<file path="config.mk">
export PLATFORM = sky130hd
export DESIGN_NAME = hazard_stall_unit
export DESIGN_NICKNAME = d
export VERILOG_FILES = /design/src/rtl/hazard_stall_unit_pkg.sv /design/src/rtl/hazard_stall_unit_sat_counter.sv /design/src/rtl/hazard_stall_unit.sv
export SDC_FILE = /design/constraint.sdc
export NUM_CORES = 1
export LEC_CHECK = 0
export ABC_AREA = 1
export CAP_MARGIN = 20
export CORE_UTILIZATION = 52
export CTS_BUF_LIST = sky130_fd_sc_hd__clkbuf_8
export DETAILED_ROUTE_END_ITERATION = 12
export GPL_TIMING_DRIVEN = 0
export PLACE_DENSITY = 0.87
export RECOVER_POWER = 25
export SLEW_MARGIN = 5
export SYNTH_ARGS = -nofsm -noshare
export SYNTH_HDL_FRONTEND = slang
export SYNTH_SLANG_ARGS = --single-unit
</file>
<file path="constraint.sdc">
create_clock -name Clk -period 3.3 [get_ports Clk]
set_input_delay 0.66 -clock Clk [delete_from_list [all_inputs] [get_ports Clk]]
set_output_delay 0.66 -clock Clk [all_outputs]
set_load 0.01 [all_outputs]
</file>
<file path="src/rtl/hazard_stall_unit_pkg.sv">
// ---------------------------------------------------------------------------
// hazard_stall_unit_pkg
// Shared constants and helpers for the ID-stage hazard/stall logic.
//   REG_ZERO        : architectural zero register address (never a real producer)
//   DEF_REG_AW      : default register address width
//   DEF_SAD_LAT     : default SAD-unit busy window after a readSAD issues
//   DEF_STAT_W      : default width of the stall-cycle statistics counter
//   cntWidth(lat)   : bits needed to hold the values 0..lat
// ---------------------------------------------------------------------------
package hazard_stall_unit_pkg;

    localparam logic [4:0] REG_ZERO    = 5'd0;
    localparam int         DEF_REG_AW  = 5;
    localparam int         DEF_SAD_LAT = 4;
    localparam int         DEF_STAT_W  = 16;

    // Width of a down-counter that must represent 0..lat inclusive.
    function automatic int cntWidth(input int lat);
        return (lat < 1) ? 1 : $clog2(lat + 1);
    endfunction

endpackage

</file>
<file path="src/rtl/hazard_stall_unit_sat_counter.sv">
// ---------------------------------------------------------------------------
// sat_counter
// Up-counter that increments once per enabled clock and sticks at all-ones.
//   Clk    : clock
//   Rst_n  : asynchronous active-low reset, clears count
//   enable : count this cycle
//   count  : current count, saturating at 2**W-1
// ---------------------------------------------------------------------------
module sat_counter #(
    parameter int W = 16
) (
    input  logic         Clk,
    input  logic         Rst_n,
    input  logic         enable,
    output logic [W-1:0] count
);

    always_ff @(posedge Clk or negedge Rst_n) begin
        if (!Rst_n) begin
            count <= '0;
        end else if (enable && (count != {W{1'b1}})) begin
            count <= count + 1'b1;
        end
    end

endmodule

</file>
<file path="src/rtl/hazard_stall_unit.sv">
// ---------------------------------------------------------------------------
// hazard_stall_unit
// ID-stage hazard detector. Requests a bubble into ID/EX (and freezes PC and
// IF/ID) on a load-use hazard or while the SAD unit is still busy with an
// earlier readSAD and the ID instruction needs it.
//   Clk, Rst_n      : clock, asynchronous active-low reset
//   id_rs, id_rt    : source register fields of the IF/ID instruction
//   id_use_rs/rt    : the IF/ID instruction actually reads rs / rt
//   id_read_sad     : IF/ID instruction starts the SAD unit
//   id_sad_use      : IF/ID instruction consumes SAD results
//   id_flush        : IF/ID instruction is being squashed this cycle
//   ex_mem_read     : ID/EX instruction is a load
//   ex_dst          : ID/EX destination register (after RegDst mux)
//   stall           : 1 = inject bubble into ID/EX
//   pc_write        : PC write enable (low while stalled)
//   ifid_write      : IF/ID write enable (low while stalled)
//   sad_busy        : SAD busy window active
//   stall_cycles    : saturating count of stalled cycles
// ---------------------------------------------------------------------------
module hazard_stall_unit
    import hazard_stall_unit_pkg::*;
#(
    parameter int REG_AW  = DEF_REG_AW,
    parameter int SAD_LAT = DEF_SAD_LAT,
    parameter int STAT_W  = DEF_STAT_W
) (
    input  logic              Clk,
    input  logic              Rst_n,
    input  logic [REG_AW-1:0] id_rs,
    input  logic [REG_AW-1:0] id_rt,
    input  logic              id_use_rs,
    input  logic              id_use_rt,
    input  logic              id_read_sad,
    input  logic              id_sad_use,
    input  logic              id_flush,
    input  logic              ex_mem_read,
    input  logic [REG_AW-1:0] ex_dst,
    output logic              stall,
    output logic              pc_write,
    output logic              ifid_write,
    output logic              sad_busy,
    output logic [STAT_W-1:0] stall_cycles
);

    localparam int               CNT_W    = cntWidth(SAD_LAT);
    localparam logic [CNT_W-1:0] SAD_LOAD = CNT_W'(SAD_LAT);

    logic [CNT_W-1:0] sadCnt;
    logic             dstNonZero;
    logic             rsMatch;
    logic             rtMatch;
    logic             loadUse;
    logic             sadHz;
    logic             issue;

    // Load-use: the load in EX writes a register the ID instruction reads.
    // r0 is hardwired, so a load "into" r0 never produces a hazard.
    assign dstNonZero = (ex_dst != REG_AW'(REG_ZERO));
    assign rsMatch    = id_use_rs && (id_rs == ex_dst);
    assign rtMatch    = id_use_rt && (id_rt == ex_dst);
    assign loadUse    = ex_mem_read && dstNonZero && (rsMatch || rtMatch);

    // SAD structural/data hazard: results not ready, or unit still occupied
    // by the previous readSAD.
    assign sad_busy = (sadCnt != '0);
    assign sadHz    = sad_busy && (id_sad_use || id_read_sad);

    // A squashed instruction is discarded anyway, so it never waits.
    assign stall      = !id_flush && (loadUse || sadHz);
    assign pc_write   = !stall;
    assign ifid_write = !stall;

    // A readSAD only starts the unit when it actually leaves ID.
    assign issue = id_read_sad && !stall && !id_flush;

    always_ff @(posedge Clk or negedge Rst_n) begin
        if (!Rst_n) begin
            sadCnt <= '0;
        end else if (issue) begin
            sadCnt <= SAD_LOAD;
        end else if (sad_busy) begin
            sadCnt <= sadCnt - 1'b1;
        end else begin
            sadCnt <= '0;
        end
    end

    sat_counter #(
        .W(STAT_W)
    ) uStallStat (
        .Clk    (Clk),
        .Rst_n  (Rst_n),
        .enable (stall),
        .count  (stall_cycles)
    );

endmodule

</file>
==> results_dict.tcl, run 1 <==
set metrics [dict create \
    grt_usage 0.253 \
    run_status "complete, no violations" \
    slew_violations 0 \
    synth_top_area_frac 0.333 \
    ctsHoldBuffers 0 \
    fin_skew_ns 0.000689 \
    yosysWarnings 0 \
    maxCapViolCount 0 \
    crit_type "in -> out" \
    maxSlewHeadroom 0.414 \
    synthFlopType "dfrtp_1" \
    io_buffers 42 \
    ys_async_sr_fraction 1.00 \
    clk_path_buf_depth 2 \
    powerDensity_mw_per_mm2 471 \
    synth-seq-area-share 0.333 \
    setup.worst_path.end_class "primary output" \
    finalPower_w 0.000923 \
    vias_per_cell 5.15 \
    yosys_register_bits 19 \
    synth_area_mm2 0.00143 \
    hold_viol 0 \
    dieArea_mm2 0.00296 \
    start_util 0.561 \
    grt_antenna_before_repair 0 \
    netlist_instances 209 \
    clock.fmax_ghz 0.320 \
    leakagePower_nw 1.03 \
    dp.final_hpwl_mm 2.49 \
    rsz0062_at_grt "false" \
    synth_top_area_cell "dfrtp_1" \
    worstSetupStartpointType "input pin" \
    reg2reg_slack_ns 1.45 \
    cts_tree "done" \
    crit_arrival_ns 2.46 \
    finalCriticalPeriod_ns 3.12 \
    grt_pass1_vias 1310 \
    irDropWorstVdd_uv 493 \
    dp_slack_ns -0.118 \
    cts_inserted_buffers 3 \
    drcViolationCount 0 \
    drt_wl_total_mm 3.40 \
    die_x_um 54.4 \
    clk_latency_ns 0.25 \
    grt.overflow.total 0 \
    first_pass_iters 5 \
    cts-htree-levels 1 \
    clk_pin_slew_ns 0.07 \
    dp.cells 281 \
    via_count 1478 \
    cts.sinks 19 \
    place_area_mm2 0.00189 \
    final_cells 287 \
    ant_nets 0 \
    synth_cell_types 23 \
    worst_pin_slew_ns 0.876 \
    layout-drive-gt1-share 0.0817 \
    drtIter0Drc 48 \
    gp_congestion 0.850 \
    synth_edf_count 0 \
    syn_to_final_growth_pct 37.2 \
    design_area_mm2 0.00196 \
    antenna_cells 0 \
    fin_crit_sh 0.946 \
    drt-wirelength-per-cell_um 11.8 \
    rows 18 \
    worst_ep_required_time_ns 2.64 \
    finalSetupViolations 0 \
    cp_max_fo 10 \
    min_path_type "reg -> reg" \
    grt_pass1_wl_mm 5.45 \
    hold-worst-slack_ns 0.469 \
    coreArea_mm2 0.00254 \
    grt_max_degree 20 \
    cts_root_buf "clkbuf_8" \
    avgSynthCellArea_um2 6.84 \
    syn_nets 235 \
    die_h_um 54.4 \
    nets 284 \
    final.setup.worst_slack_ns 0.180 \
    synth_area_leaders "dfrtp_1 (33%), nand2_1 (21%), nand4_1 (8.8%)" \
    io_pins 43 \
]
[cell type report]
cell class	count	area [um^2]
Multi-Input combinational cell	156	818
Fill cell	206	584
Sequential cell	19	475
Timing Repair Buffer	45	448
Inverter	28	105
Clock buffer	3	41.3
Tap cell	30	37.5
Buffer	5	31.3
Clock inverter	1	3.75
[state kept, by name (all words and copies together), names as in the netlist]
signal / flops
sadCnt: 3
uStallStat.count: 16
[synthesized netlist by cell type (2+ instances only)]
| cell | number |
|---|---|
| o21ai_0 | 3 |
| nor2_1 | 17 |
| xor2_1 | 5 |
| dfrtp_1 | 19 |
| nor2_2 | 3 |
| nand2_1 | 81 |
| clkbuf_1 | 2 |
| nand4_1 | 20 |
| nor2_4 | 2 |
| inv_1 | 27 |
| xnor2_1 | 7 |
| buf_4 | 2 |
| nand2_2 | 2 |
| ha_1 | 3 |
| nand3_1 | 8 |
[worst max-delay path, cell delays in order]
cell             delay [ns]
clkdlybuf4s50_1        0.40
inv_1                  0.10
buf_2                  0.24
clkbuf_1               0.40
nand2_1                0.15
clkdlybuf4s50_1        0.51
[what timing repair did]
action / 4_1_cts / 5_1_grt
buffers inserted: 0 / 3
setup endpoints to repair: 3 / 3
hold endpoints to repair: 0 / 0
gates resized for setup: 1 / 2
[layer usage]
layer  GRT usage  vias to the layer above  wire [um]
met5           0                        -          0
met4      0.0641                        0         23
met3      0.0333                        4        168
met2       0.470                       34       1660
met1       0.302                      688       1540
li1            -                      752          -
[final timing paths]
| check | from | end | cells after the start |
|---|---|---|---|
| max | id_flush | ifid_write | 6 |
| min | sadCnt[0]$_DFF_PN0_ | sadCnt[0]$_DFF_PN0_ | 1 |
| max reg2reg | sadCnt[0]$_DFF_PN0_ | uStallStat.count[10]$_DFFE_PN0P_ | 10 |
| min reg2reg | sadCnt[0]$_DFF_PN0_ | sadCnt[0]$_DFF_PN0_ | 1 |
| max in group asynchronous | Rst_n | uStallStat.count[4]$_DFFE_PN0P_ | 1 |
| min in group asynchronous | Rst_n | uStallStat.count[12]$_DFFE_PN0P_ | 1 |
[layout by cell type (no fill, tap or decap), drive strengths merged, types with 5 or more instances in the layout]
cell type      count
buf                6
clkbuf             5
clkdlybuf4s50     39
dfrtp             19
inv               29
nand2             84
nand3             10
nand4             21
nor2              22
xnor2              7
xor2               5
[report_power, final]
part	internal [W]	switching [W]	leakage, nW	total, W
combinational	0.000214	0.000225	0.741	0.000439
sequential	0.000277	0.0000471	0.257	0.000324
clock	0.0000827	0.0000776	0.0269	0.000160
[per-stage QoR]
stage | setup TNS, ns | utilization
6_report | 0 | 0.770
5_1_grt | 0 | 0.770
4_1_cts | 0 | 0.760
3_5_place_dp | -0.222 | 0.741
3_3_place_gp | -0.134 | 0.741
2_1_floorplan | 0 | -
[cell families (layout without fill, tap and decap cells)]
kind of cell / count (synthesis) / count (layout) / synth area share
and+or+nand+nor: 138 / 138 / 0.456
DFF: 19 / 19 / 0.333
AOI/OAI and AO/OA: 3 / 3 / 0.0105
adders and majority gates: 3 / 3 / 0.0263
xor gates and xnor gates: 12 / 12 / 0.0736
buffers and inverters: 34 / 82 / 0.101
Power figures use the tool's default switching activity.
==> run 2: changes to the inputs <==
CORE_UTILIZATION = 44   (was 52)
PLACE_DENSITY = 0.79   (was 0.87)
clock period = 2.8 ns   (was 3.3 ns; I/O delays follow)
==> run 2 against run 1 <==
  * Clock skew grew 0.00061 ns
  * Global-route usage is 4.8 points lower
  * Via count decreased by 3.8%
  * Die area grew 17%
  * Flip-flop and latch count is the same
  * Clock power rose by 16%
  * Critical path depth is 6 higher
  * Routed wire length down 2.5%
  * Design area grew 0.26%
  * Sequential power rose by 18%
  * Non-clock buffer count shrank 2
  * Sequential share of layout area is 0.062 points lower
  * Largest cell class unchanged
  * Highest routed layer unchanged
==> results_dict.tcl, run 2 (synthesized netlist as in run 1, its figures left out) <==
set metrics [dict create \
    syn_to_final_growth_pct 37.6 \
    clk_path_buf_depth 2 \
    coreArea_mm2 0.00308 \
    hold_viol 0 \
    die_x_um 59.0 \
    cts.sinks 19 \
    drtIter0Drc 55 \
    reg2reg_depth 10 \
    crit_type "in -> out" \
    io_buffers 42 \
    finalCriticalPeriod_ns 2.65 \
    regMostFlops "uStallStat.count" \
    final_common_cell "nand2_1" \
    io_pins 43 \
    ant_nets 0 \
    dp_slack_ns -0.387 \
    via_count 1422 \
    p_sw_w 0.000406 \
    cts_inserted_buffers 3 \
    crit_chain "clkdlybuf4s50_1 -> inv_1 -> nand2_1 -> nand2_1 -> nor2_1 -> nand3_1 -> nand2_1 -> nand2_2 -> nand2_8 -> nand2_2 -> buf_4 -> clkdlybuf4s15_1" \
    irDropWorstVdd_uv 490 \
    cp_common_cell "nand2_1" \
    maxCapViolCount 0 \
    p_seq_frac 0.361 \
    regToRegEndpoint "uStallStat.count[10]$_DFFE_PN0P_" \
    grt_usage 0.205 \
    grt.overflow.total 0 \
    dieArea_mm2 0.00348 \
    slowest_stage "clkdlybuf4s50_1" \
    r2r-start "sadCnt[0]$_DFF_PN0_" \
    start_util 0.464 \
    fill_cells 299 \
    startpoint "ex_dst[1]" \
    fin_crit_sh 0.945 \
    ctsHoldBuffers 0 \
    final_cell_mix "nand2_1 (80), clkdlybuf4s50_1 (35), inv_1 (26), nand4_1 (20), dfrtp_1 (19)" \
    grt_max_degree 20 \
    die_h_um 59.0 \
    hold-worst-slack_ns 0.454 \
    rows 20 \
    powerDensity_mw_per_mm2 538 \
    largest_reg_flops 16 \
    p_sw_frac 0.384 \
    combPwrFrac 0.464 \
    cts_root_buf "clkbuf_8" \
    rsz0062_at_grt "false" \
    gp_congestion 0.852 \
    drt_wl_total_mm 3.31 \
    final.setup.worst_slack_ns 0.153 \
    first_pass_iters 4 \
    drt-wirelength-per-cell_um 11.1 \
    crit_end "pc_write" \
    max_stage_delay_ns 0.49 \
    clock.fmax_ghz 0.378 \
    nets 282 \
    worstSetupStartpointType "input pin" \
    crit_arrival_ns 2.09 \
    cp_max_fo 3 \
    top_regs "uStallStat.count (16), sadCnt (3)" \
    grt_pass1_vias 1220 \
    multi_input_area_um2 821 \
    grt_pass1_wl_mm 5.46 \
    reg2reg_slack_ns 1.04 \
    cts-htree-levels 1 \
    post-route-util 0.639 \
    min_path_type "reg -> reg" \
    maxSlewHeadroom 0.434 \
    grt_antenna_before_repair 0 \
    finalPower_w 0.00106 \
    antenna_cells 0 \
    clk_pin_slew_ns 0.07 \
    slew_violations 0 \
    dp.final_hpwl_mm 2.59 \
    run_status "complete, no violations" \
    vias_per_cell 4.76 \
    worst_ep_required_time_ns 2.24 \
    finalSetupViolations 0 \
    regArea_um2 475 \
    fin_skew_ns 0.00130 \
    layout-drive-gt1-share 0.0902 \
    leakagePower_nw 1.02 \
    clockPowerShare 0.175 \
    dp.cells 295 \
    final_cells 299 \
    setup.worst_path.end_class "primary output" \
    drcViolationCount 0 \
    intPower_w 0.000651 \
    worst_pin_slew_ns 0.846 \
    hold_depth 1 \
    clk_latency_ns 0.25 \
    cts_tree "done" \
]
run 2: changes by cell type in the layout (fill, tap and decap cells not counted), sizes merged:
| cell | previous run | this run |
|---|---|---|
| clkbuf | 5 | 4 |
| dlygate4sd2 | 0 | 3 |
| buf | 6 | 5 |
| clkdlybuf4s15 | 0 | 1 |
| clkdlybuf4s50 | 39 | 35 |
run 2: how the worst min path moves through the flow:
| stage | endpoint | startpoint | slack, ns |
|---|---|---|---|
| floorplan | sadCnt[0]$_DFF_PN0_ | Rst_n | 0.26 |
| global placement | sadCnt[0]$_DFF_PN0_ | sadCnt[0]$_DFF_PN0_ | 0.44 |
| detailed placement | sadCnt[0]$_DFF_PN0_ | sadCnt[0]$_DFF_PN0_ | 0.45 |
| CTS | sadCnt[0]$_DFF_PN0_ | sadCnt[0]$_DFF_PN0_ | 0.46 |
| global route | sadCnt[0]$_DFF_PN0_ | sadCnt[0]$_DFF_PN0_ | 0.50 |
| finish | sadCnt[0]$_DFF_PN0_ | sadCnt[0]$_DFF_PN0_ | 0.45 |
run 2: worst max-delay path: cells and delay by family:
kind	cells	cell delay [ns]
buffers and inverters	4	0.93
AND/OR/NAND/NOR	8	0.59
run 2: area by class of cell:
type / instances / area share
Multi-Input combinational cell: 156 / 0.418
Sequential cell: 19 / 0.242
Timing Repair Buffer: 44 / 0.222
Inverter: 28 / 0.0535
Tap cell: 44 / 0.0280
Clock buffer: 3 / 0.0210
Buffer: 4 / 0.0140
Clock inverter: 1 / 0.00191
run 2: layer usage:
layer	global-route usage	part of all wire	wire (um)	up-vias
met5	0	0	0	-
met1	0.293	0.47	1570	650
met3	0.0284	0.032	105	2
li1	-	-	-	749
met2	0.331	0.49	1620	21
met4	0.0408	0.0063	21	0
run 2: metrics by stage:
| step | setup TNS (ns) | instance area, um^2 |
|---|---|---|
| 2_1_floorplan | 0 | 1430 |
| 3_3_place_gp | -0.941 | 1900 |
| 3_5_place_dp | -1.05 | 1900 |
| 4_1_cts | 0 | 1950 |
| 5_1_grt | 0 | 1970 |
| 6_report | 0 | 1970 |
run 2: power by group through the flow:
stage / Sequential (W) / Combinational [W] / Clock, W
3_3_place_gp: 0.000385 / 0.000473 / 0
5_1_grt: 0.000390 / 0.000543 / 0.000208
4_1_cts: 0.000382 / 0.000493 / 0.000190
3_5_place_dp: 0.000387 / 0.000481 / 0
6_report: 0.000382 / 0.000490 / 0.000185
2_1_floorplan: 0.000393 / 0.000264 / 0
run 2: what timing repair did:
action	4_1_cts	5_1_grt
setup endpoints to repair	3	1
resized for setup	8	5
pin swaps	0	3
setup buffers	1	1
hold endpoints to repair	0	0
